### src/rtl/fp32_pkg.sv
// -----------------------------------------------------------------------------
// fp32_pkg
//   Shared definitions for the fp32 -> int32 conversion pipeline:
//   exponent bias, field widths, operand class encoding, the exception-flag
//   layout, integer saturation limits and a small classification helper.
// -----------------------------------------------------------------------------
package fp32_pkg;

    localparam int BIAS   = 127;
    localparam int EXP_W  = 8;
    localparam int MANT_W = 23;
    localparam int SIG_W  = MANT_W + 1;   // significand with hidden bit
    localparam int INT_W  = 32;

    localparam logic [INT_W-1:0] INT_MAX = 32'h7FFF_FFFF;
    localparam logic [INT_W-1:0] INT_MIN = 32'h8000_0000;

    // Operand class decided in the unpack stage.
    typedef enum logic [1:0] {
        ZERO   = 2'd0,   // zero or denormal (exp == 0)
        NORMAL = 2'd1,
        INF    = 2'd2,
        NAN    = 2'd3
    } fp_class_e;

    // Exception flags, packed so that the vector reads {invalid, overflow, inexact}.
    typedef struct packed {
        logic invalid;
        logic overflow;
        logic inexact;
    } fp_flags_t;

    function automatic fp_class_e classify(input logic [EXP_W-1:0]  exp_f,
                                           input logic [MANT_W-1:0] mant_f);
        if (exp_f == '1) begin
            return (mant_f != '0) ? NAN : INF;
        end else if (exp_f == '0) begin
            return ZERO;
        end
        return NORMAL;
    endfunction

endpackage

### src/rtl/align_shifter.sv
// -----------------------------------------------------------------------------
// align_shifter
//   Combinational alignment of a 24-bit significand {1, mant} to an integer
//   magnitude, driven by the unbiased exponent e.
//     e < 0        : magnitude 0, sticky = 1 (the hidden bit is always lost)
//     0 <= e <= 23 : right shift by 23 - e, sticky = OR of discarded bits
//     24 <= e <= 30: left shift by e - 23, exact
//     e >= 31      : magnitude 0, sticky 0 (caller handles overflow)
//
// Ports
//   sig_i    [23:0]  significand including the hidden bit
//   e_i      [8:0]   signed unbiased exponent
//   mag_o    [31:0]  aligned unsigned magnitude
//   sticky_o         at least one significand bit was shifted out
// -----------------------------------------------------------------------------
module align_shifter
    import fp32_pkg::*;
(
    input  logic [SIG_W-1:0]        sig_i,
    input  logic signed [EXP_W:0]   e_i,
    output logic [INT_W-1:0]        mag_o,
    output logic                    sticky_o
);

    // Right shifts go through a double-width window so the discarded bits
    // land in the low half and can be OR-reduced for the sticky bit.
    logic [2*SIG_W-1:0] rwin;
    logic [4:0]         rsh;
    logic [2:0]         lsh;

    always_comb begin
        mag_o    = '0;
        sticky_o = 1'b0;
        rwin     = '0;
        // Only the low exponent bits matter inside each branch's range:
        // 23 - e and e - 23 are taken modulo 32 and 8 respectively.
        rsh      = 5'd23 - e_i[4:0];
        lsh      = e_i[2:0] - 3'd7;

        if (e_i < 9'sd0) begin
            sticky_o = |sig_i;
        end else if (e_i <= 9'sd23) begin
            rwin     = {sig_i, {SIG_W{1'b0}}} >> rsh;
            mag_o    = {{(INT_W-SIG_W){1'b0}}, rwin[2*SIG_W-1:SIG_W]};
            sticky_o = |rwin[SIG_W-1:0];
        end else if (e_i <= 9'sd30) begin
            mag_o = {{(INT_W-SIG_W){1'b0}}, sig_i} << lsh;
        end
    end

endmodule

### src/rtl/fp32_to_int32_pipe.sv
// -----------------------------------------------------------------------------
// fp32_to_int32_pipe
//   Three-stage IEEE-754 single precision to signed 32-bit integer converter.
//   Round toward zero, saturation on overflow, {invalid, overflow, inexact}
//   flags. All stages advance together whenever the output stage is empty or
//   being drained; otherwise the whole pipe holds.
//
//   S1  unpack and classify
//   S2  align significand (align_shifter), detect overflow
//   S3  apply sign, saturate, form flags
//
// Ports
//   clk        clock, rising edge
//   rst_n      asynchronous active-low reset
//   in_valid   in_data holds an operand
//   in_ready   operand accepted this cycle (depends only on S3 state/out_ready)
//   in_data    fp32 operand {sign, exp[7:0], mant[22:0]}
//   out_valid  out_data/out_flags hold a result
//   out_ready  downstream accepts the result
//   out_data   two's-complement integer result
//   out_flags  {invalid, overflow, inexact}
// -----------------------------------------------------------------------------
module fp32_to_int32_pipe #(
    parameter int BIAS   = 127,
    parameter int STAGES = 3      // fixed depth, not configurable
) (
    input  logic        clk,
    input  logic        rst_n,
    input  logic        in_valid,
    output logic        in_ready,
    input  logic [31:0] in_data,
    output logic        out_valid,
    input  logic        out_ready,
    output logic [31:0] out_data,
    output logic [2:0]  out_flags
);

    import fp32_pkg::*;

    // ------------------------------------------------------------------
    // Handshake: one valid bit per stage, shifted as a unit.
    // ------------------------------------------------------------------
    logic [STAGES-1:0] valid_q, valid_d;
    logic              advance;

    assign advance   = !valid_q[STAGES-1] || out_ready;
    assign in_ready  = advance;
    assign out_valid = valid_q[STAGES-1];

    always_comb begin
        valid_d = valid_q;
        if (advance) begin
            valid_d = {valid_q[STAGES-2:0], in_valid};
        end
    end

    // ------------------------------------------------------------------
    // S1: unpack and classify
    // ------------------------------------------------------------------
    logic              s1_sign_q, s1_sign_d;
    logic [EXP_W-1:0]  s1_exp_q,  s1_exp_d;
    logic [MANT_W-1:0] s1_mant_q, s1_mant_d;
    fp_class_e         s1_class_q, s1_class_d;

    always_comb begin
        s1_sign_d  = in_data[31];
        s1_exp_d   = in_data[30:23];
        s1_mant_d  = in_data[22:0];
        s1_class_d = classify(in_data[30:23], in_data[22:0]);
    end

    // ------------------------------------------------------------------
    // S2: align
    // ------------------------------------------------------------------
    logic signed [EXP_W:0] s1_e;
    logic [INT_W-1:0]      sh_mag;
    logic                  sh_sticky;

    assign s1_e = $signed({1'b0, s1_exp_q}) - $signed(9'(BIAS));

    align_shifter u_align_shifter (
        .sig_i    ({1'b1, s1_mant_q}),
        .e_i      (s1_e),
        .mag_o    (sh_mag),
        .sticky_o (sh_sticky)
    );

    logic             s2_sign_q,    s2_sign_d;
    fp_class_e        s2_class_q,   s2_class_d;
    logic [INT_W-1:0] s2_mag_q,     s2_mag_d;
    logic             s2_inexact_q, s2_inexact_d;
    logic             s2_ovf_q,     s2_ovf_d;
    logic             s2_min_q,     s2_min_d;   // operand is exactly -2^31

    always_comb begin
        s2_sign_d    = s1_sign_q;
        s2_class_d   = s1_class_q;
        s2_mag_d     = '0;
        s2_inexact_d = 1'b0;
        s2_ovf_d     = 1'b0;
        s2_min_d     = 1'b0;
        unique case (s1_class_q)
            NORMAL: begin
                s2_mag_d     = sh_mag;
                s2_inexact_d = sh_sticky;
                s2_ovf_d     = (s1_e >= 9'sd31);
                // -2^31 is representable even though its exponent
                // is in the overflow range.
                s2_min_d     = s1_sign_q && (s1_e == 9'sd31) && (s1_mant_q == '0);
            end
            ZERO: begin
                // Denormals truncate to zero; only a nonzero fraction is inexact.
                s2_inexact_d = (s1_mant_q != '0);
            end
            default: ;
        endcase
    end

    // ------------------------------------------------------------------
    // S3: sign and saturate
    // ------------------------------------------------------------------
    logic [INT_W-1:0] out_data_q, out_data_d;
    fp_flags_t        out_flags_q, out_flags_d;
    logic [INT_W-1:0] sat_val;

    assign sat_val = s2_sign_q ? INT_MIN : INT_MAX;

    always_comb begin
        out_data_d  = '0;
        out_flags_d = '0;
        unique case (s2_class_q)
            NAN: begin
                out_data_d          = INT_MAX;
                out_flags_d.invalid = 1'b1;
            end
            INF: begin
                out_data_d           = sat_val;
                out_flags_d.overflow = 1'b1;
            end
            ZERO: begin
                out_flags_d.inexact = s2_inexact_q;
            end
            default: begin
                if (s2_min_q) begin
                    out_data_d = INT_MIN;
                end else if (s2_ovf_q) begin
                    out_data_d           = sat_val;
                    out_flags_d.overflow = 1'b1;
                end else begin
                    out_data_d          = s2_sign_q ? (~s2_mag_q + 32'd1) : s2_mag_q;
                    out_flags_d.inexact = s2_inexact_q;
                end
            end
        endcase
    end

    assign out_data  = out_data_q;
    assign out_flags = out_flags_q;

    // ------------------------------------------------------------------
    // Pipeline registers: everything moves on advance, nothing otherwise.
    // ------------------------------------------------------------------
    always_ff @(posedge clk or negedge rst_n) begin
        if (!rst_n) begin
            valid_q      <= '0;
            s1_sign_q    <= 1'b0;
            s1_exp_q     <= '0;
            s1_mant_q    <= '0;
            s1_class_q   <= ZERO;
            s2_sign_q    <= 1'b0;
            s2_class_q   <= ZERO;
            s2_mag_q     <= '0;
            s2_inexact_q <= 1'b0;
            s2_ovf_q     <= 1'b0;
            s2_min_q     <= 1'b0;
            out_data_q   <= '0;
            out_flags_q  <= '0;
        end else begin
            valid_q <= valid_d;
            if (advance) begin
                s1_sign_q    <= s1_sign_d;
                s1_exp_q     <= s1_exp_d;
                s1_mant_q    <= s1_mant_d;
                s1_class_q   <= s1_class_d;
                s2_sign_q    <= s2_sign_d;
                s2_class_q   <= s2_class_d;
                s2_mag_q     <= s2_mag_d;
                s2_inexact_q <= s2_inexact_d;
                s2_ovf_q     <= s2_ovf_d;
                s2_min_q     <= s2_min_d;
                out_data_q   <= out_data_d;
                out_flags_q  <= out_flags_d;
            end
        end
    end

endmodule

### config.mk
export PLATFORM = sky130hd
export DESIGN_NAME = fp32_to_int32_pipe
export DESIGN_NICKNAME = d
export VERILOG_FILES = /design/src/rtl/fp32_pkg.sv /design/src/rtl/align_shifter.sv /design/src/rtl/fp32_to_int32_pipe.sv
export SDC_FILE = /design/constraint.sdc
export NUM_CORES = 1
export LEC_CHECK = 0
export BUFFER_PORTS_ARGS = -buffer_cell sky130_fd_sc_hd__buf_2
export CORE_UTILIZATION = 35
export CTS_CLUSTER_DIAMETER = 120
export DETAILED_ROUTE_END_ITERATION = 10
export PLACE_DENSITY = 0.61
export SKIP_CTS_REPAIR_TIMING = 1
export SKIP_LAST_GASP = 1
export SYNTH_ARGS = -nofsm -noshare
export SYNTH_HDL_FRONTEND = slang
export SYNTH_HIERARCHICAL = 1
export SYNTH_SLANG_ARGS = --single-unit
### constraint.sdc
create_clock -name clk -period 9.6 [get_ports clk]
set_input_delay 0.96 -clock clk [delete_from_list [all_inputs] [get_ports clk]]
set_output_delay 0.96 -clock clk [all_outputs]
set_load 0.01 [all_outputs]
==> Word level (Yosys, flattened, before mapping) <==
Cells that the tools add are included.
W data, S select, Z words.
{ "totals": {"regBits": 110, "latch_bits": 0, "mem_bits_rw": 0, "rom_bits": 0, "inputBits": 36, "out_inout_bits": 37, "elab_cells": 70, "mem_count": 0} }
{ "classes": {"add_sub_neg": 4, "mul": 0, "div": 0, "order_cmp": 4, "n_eq_ne": 5, "shifts": 2, "n_mux": 26, "bitwise": 1, "n_reduce_logical": 13} }
{ "ops": {"columns": ["op", "count"], "rows": [
  ["$mux W32", 8],
  ["$pmux W32 S3", 1],
  ["$shr A48 B5 Y48", 1],
  ["$reduce_bool A23 Y1", 2],
  ["$add A32 B1 Y32 const B", 1],
  ["$not A32 Y32", 1],
  ["$shl A24 B3 Y32", 1],
  ["$reduce_or A24 Y1", 1],
  ["$logic_not A23 Y1", 1],
  ["$le A9 B6 Y1 const B", 2],
  ["$mux W1", 10],
  ["$eq A9 B6 Y1 const B", 1],
  ["$ge A9 B6 Y1 const B", 1],
  ["$lt A9 B1 Y1 const B", 1],
  ["$sub A8 B7 Y9 const B", 1],
  ["$eq A8 B8 Y1 const B", 1],
  ["$logic_not A8 Y1", 1],
  ["$mux W2", 4],
  ["$pmux W1 S2", 3],
  ["$sub A5 B5 Y5 const A", 1],
  ["$eq A2 B2 Y1 const B", 2],
  ["$logic_not A2 Y1", 2],
  ["$reduce_or A2 Y1", 2],
  ["$sub A3 B3 Y3 const B", 1],
  ["other kinds (4)", 5]
]} }

==> Logic depth before layout (Yosys ltp) <==
{ "logic_depth": {"depth_word": 7, "depth_mapped": 17, "mapped_depth_nobuf": 13} }

==> Cells and area by module <==
The synthesis kept the hierarchy.
{ "by_module_without_submodules": {"columns": ["module", "instances", "cells_each", "area_per_inst_um2", "seq_area_each_um2"], "rows": [
  ["fp32_to_int32_pipe", 1, 575, 5373.9, 2752.6],
  ["align_shifter", 1, 369, 2966.6, 0.0]
]} }

==> Worst setup path before layout <==
OpenSTA, ideal clock, no wires.
{ "synth_timing": {"path_type": "flip-flop to flip-flop", "start": "reg s1_exp_q[0]", "end": "reg s2_inexact_q", "setup_time_ns": 0.121, "arrival_time_ns": 3.164, "required_ns": 9.479, "path_slack_ns": 6.315, "stages_incl_launch_ff": 16, "path_buffers": 3, "synth_period_minus_slack_ns": 3.285, "cell_sequence": "dfrtp_1 -> inv_1 -> ha_1 -> inv_1 -> buf_6 -> buf_4 -> buf_2 -> mux2_2 -> mux4_2 -> mux2i_1 -> nand4_1 -> nor4_2 -> o221ai_1 -> nand2_1 -> o21ai_0 -> a22o_1"} }
{ "synth_between": {"elab_chain_len": 7, "elab_cells_between_ends": 9, "classes_between": "add/sub: 2; order compare: 2; shift: 1; mux: 3; reduce/logical: 1"} }
{ "synth_rtl": {"columns": ["element", "line", "rtl"], "rows": [
  ["start: declaration", "fp32_to_int32_pipe.sv:61", "logic [EXP_W-1:0] s1_exp_q, s1_exp_d;"],
  ["start signal: assignment", "fp32_to_int32_pipe.sv:182", "s1_exp_q <= s1_exp_d;"],
  ["$sub A8 B7 Y9 *", "fp32_to_int32_pipe.sv:79", "assign s1_e = $signed({1'b0, s1_exp_q}) - $signed(9'(BIAS));"],
  ["named net s1_e[0]", "fp32_to_int32_pipe.sv:75", "logic signed [EXP_W:0] s1_e;"],
  ["$sub A5 B5 Y5", "align_shifter.sv:37", "rsh = 5'd23 - e_i[4:0];"],
  ["$shr A48 B5 Y48", "align_shifter.sv:43", "rwin = {sig_i, {SIG_W{1'b0}}} >> rsh;"],
  ["$reduce_or A24 Y1", "align_shifter.sv:45", "sticky_o = |rwin[SIG_W-1:0];"],
  ["$mux W1", "align_shifter.sv:42", "end else if (e_i <= 9'sd23) begin"],
  ["$mux W1 *", "align_shifter.sv:40", "if (e_i < 9'sd0) begin"],
  ["named net sh_sticky", "fp32_to_int32_pipe.sv:77", "logic sh_sticky;"],
  ["$pmux W1 S2 *", "fp32_to_int32_pipe.sv:102", "unique case (s1_class_q)"],
  ["end signal: assignment", "fp32_to_int32_pipe.sv:188", "s2_inexact_q <= s2_inexact_d;"],
  ["end: declaration", "fp32_to_int32_pipe.sv:91", "logic s2_inexact_q, s2_inexact_d;"]
]} }
Mark *: on every way through the listed nets, which the timed path passes. The rest lies on a longest branch.
A chain may end at the register's enable or synchronous reset.

==> Worst setup path after layout <==
Same ends and word-level chain as after synthesis.

==> results.py <==
metrics = {
    "synth": {
        "syn-num-nets": 986,
        "synth.largest_area_cell": "dfrtp_1",
        "synth_top_area_share_pct": 33.0,
        "synth_area_leaders": "dfrtp_1, mux4_2, nand2_1, mux2i_1, mux2_2",
        "synth-edff-count": 0,
        "synth_seq_cells": 110,
        "synth.distinct_cells": 75,
        "syn_inst": 944,
        "ys_warn_count": 6,
        "syn_area_per_cell_um2": 8.84,
        "syn_area_mm2": 0.00834,
        "ys_seq_area_share_pct": 33.0,
        "ys.flop_type": "dfrtp_1",
        "async_reset_ff_share_pct": 100,
    },
    "power": {
        "vdd_drop_max_mv": 0.171,
        "powerDensity_mw_per_mm2": 373,
        "power_mw": 3.45,
        "p_leak_nw": 3.99,
    },
    "worst_hold_path": {
        "hold_end": "out_flags[0]",
        "hp-class": "flop to flop",
        "whs_path_depth": 2,
        "hp-start": "out_flags[0]",
    },
    "route": {
        "drtIter0Drc": 869,
        "vias": 7679,
        "firstDrtPassIters": 5,
        "remaining_drc_errors": 0,
        "via_per_inst": 5.93,
        "routed_wl_mm": 24.8,
        "final_antenna_net_count": 0,
        "wl_per_cell_um": 19.1,
    },
    "global_route": {
        "grt_pass1_wl_mm": 40.4,
        "grt_pass1_vias": 7108,
        "overflow": 0,
        "grt.total_usage_pct": 21.0,
        "antenna_found_initial": 0,
        "grt_max_degree": 77,
    },
    "timing": {
        "worstMarginPinSlew_ns": 1.24,
        "finalSetupViolations": 0,
        "slew_headroom_pct": 17.6,
        "timing.final.crit_period_ns": 3.75,
        "hold_viol": 0,
        "skew_ns": 0.0141,
        "setup_tns_ns": 0,
        "drv_slew": 0,
        "fmax_mhz": 266,
        "fin_crit_sh_pct": 39.1,
        "rsz0062_at_grt": "false",
        "worst_hold_slack_ns": 0.468,
    },
    "clocking": {
        "cts_tree": "done",
        "clockBufferDepth": 2,
        "cts_sinks": 110,
        "clkTransAtPathRegs_ns": 0.08,
        "clk_latency_ns": 0.36,
        "h-tree-depth": 3,
        "cts-root-buf": "clkbuf_16",
        "cts_buffers": 9,
    },
    "run": {
        "cap_violations": 0,
    },
    "worst_setup_path": {
        "cp_max_fo": 46,
        "r2r_end": "s2_inexact_q",
        "cp-start-kind": "flop",
        "reg2reg_slack_ns": 5.85,
        "r2r-start": "s1_exp_q[0]",
        "rr_worst_depth": 13,
        "critPathRequiredTime_ns": 9.86,
        "cp-end-kind": "flop",
        "cp.arrival_ns": 4.01,
        "crit_type": "flop to flop",
    },
    "finish": {
        "antenna_cells": 0,
        "final_net_count": 1012,
        "syn2layout_area_growth_pct": 10.9,
        "layout-drive-gt1-share_pct": 20.0,
    },
    "die": {
        "core_mm2": 0.0234,
        "start_util_pct": 35.6,
        "pin_count": 73,
        "die_h_um": 156,
        "die_w_um": 156,
        "die_area_mm2": 0.0245,
        "rows": 56,
    },
    "placement": {
        "port_buffers": 72,
        "place_congestion": 0.935,
        "dp.final_hpwl_mm": 17.5,
    },
    "run_status": {
        "outcome": "complete, no violations",
    },
}
==> kinds of logic (layout without fill, tap and decap cells) <==
| family | count (synthesis) | after routing | synth area share [%] |
|---|---|---|---|
| flops | 110 | 110 | 33.0 |
| simple gates | 378 | 378 | 21.7 |
| other cells | 2 | 2 | 0.0900 |
| fa+ha+maj | 6 | 6 | 0.900 |
| compound gates | 226 | 226 | 18.1 |
| buf+inv | 87 | 118 | 4.59 |
| mux | 114 | 114 | 19.4 |
| xor+xnor | 21 | 21 | 2.21 |
==> registers in the layout, summed over array words and instances (netlist names) <==
name	cells
out_data	32
out_flags	3
s1_class_q	2
s1_exp_q	8
s1_mant_q	23
s1_sign_q	1
s2_class_q	2
s2_inexact_q	1
s2_mag_q	32
s2_min_q	1
s2_ovf_q	1
s2_sign_q	1
valid_q	3
==> stage by stage <==
step	cells	setup slack, ns	area (um^2)	utilization, %
detailed placement	1278	5.86	8950	38.2
CTS	1294	5.86	9250	39.5
global route	1294	5.58	9250	39.5
global placement	1278	5.88	8950	38.2
floorplan	944	6.31	8340	-
finish	1294	5.85	9250	39.5
==> power breakdown <==
group | switching, mW | internal [mW] | leakage [nW] | total [mW]
sequential | 0.210 | 0.618 | 1.39 | 0.828
combinational | 1.29 | 0.958 | 2.44 | 2.24
clock | 0.193 | 0.185 | 0.148 | 0.378
total | 1.69 | 1.76 | 3.99 | 3.45
==> metal layers <==
metal	GRT usage (%)	part of all wire, %
met5	0	0
met4	6.26	2.4
met3	3.96	6.5
met2	31.7	44
met1	30.3	47
==> cell usage after synthesis (all sizes together), types with 12 or more instances <==
cell      n
nand2   191
o22ai    17
nor3     14
nor2     49
dfrtp   110
xnor2    12
nor2b    13
mux2i    45
o221ai   20
a22o     33
mux2     35
nand4    14
nor4     27
buf      35
clkbuf   39
a31oi    13
o21ai    45
inv      12
a21oi    56
mux4     34
nand3    19
==> worst max-delay path, cell delays in order (launching register included) <==
cell and delay [ns]:
dfrtp_1 0.41, inv_2 0.05, ha_1 0.28, inv_1 0.05
buf_4 0.48, mux4_2 0.59, nand2_1 0.07, or3b_1 0.36
or4b_1 0.53, nor4_2 0.23, o221ai_1 0.21, nand2_1 0.11
o21ai_0 0.08, a22o_1 0.18
==> worst max path at each step <==
stage	start	endpoint	cells past startpoint	slack, ns
floorplan	s1_exp_q[0]	s2_inexact_q	15	6.31
global placement	s1_exp_q[0]	s2_inexact_q	13	5.88
detailed placement	s1_exp_q[0]	s2_inexact_q	13	5.86
CTS	s1_exp_q[0]	s2_inexact_q	13	5.86
global route	s1_exp_q[2]	s2_mag_q[16]	12	5.58
finish	s1_exp_q[0]	s2_inexact_q	13	5.85
==> cell type report <==
cell class	count	area, um^2
sequential	110	2750
timing repair buffer	89	490
clock inverter	7	75.1
inverter	13	48.8
tap	319	399
multi-input combinational	747	5260
clock buffer	9	225
fill	2422	14200
==> cell usage in the layout, fill, tap and decap left out, types with 17 or more instances in the layout <==
cell,netlist,final
o22ai_1,17,17
buf_4,3,18
o21ai_0,44,44
a21oi_1,56,56
a22o_1,33,33
nor4_1,24,24
nand2_1,191,191
o221ai_1,20,20
dfrtp_1,110,110
mux2i_1,45,45
nand3_1,19,19
buf_2,16,71
mux4_2,32,32
nor2_1,49,49
mux2_2,34,34
(Power assumes the default switching activity.)
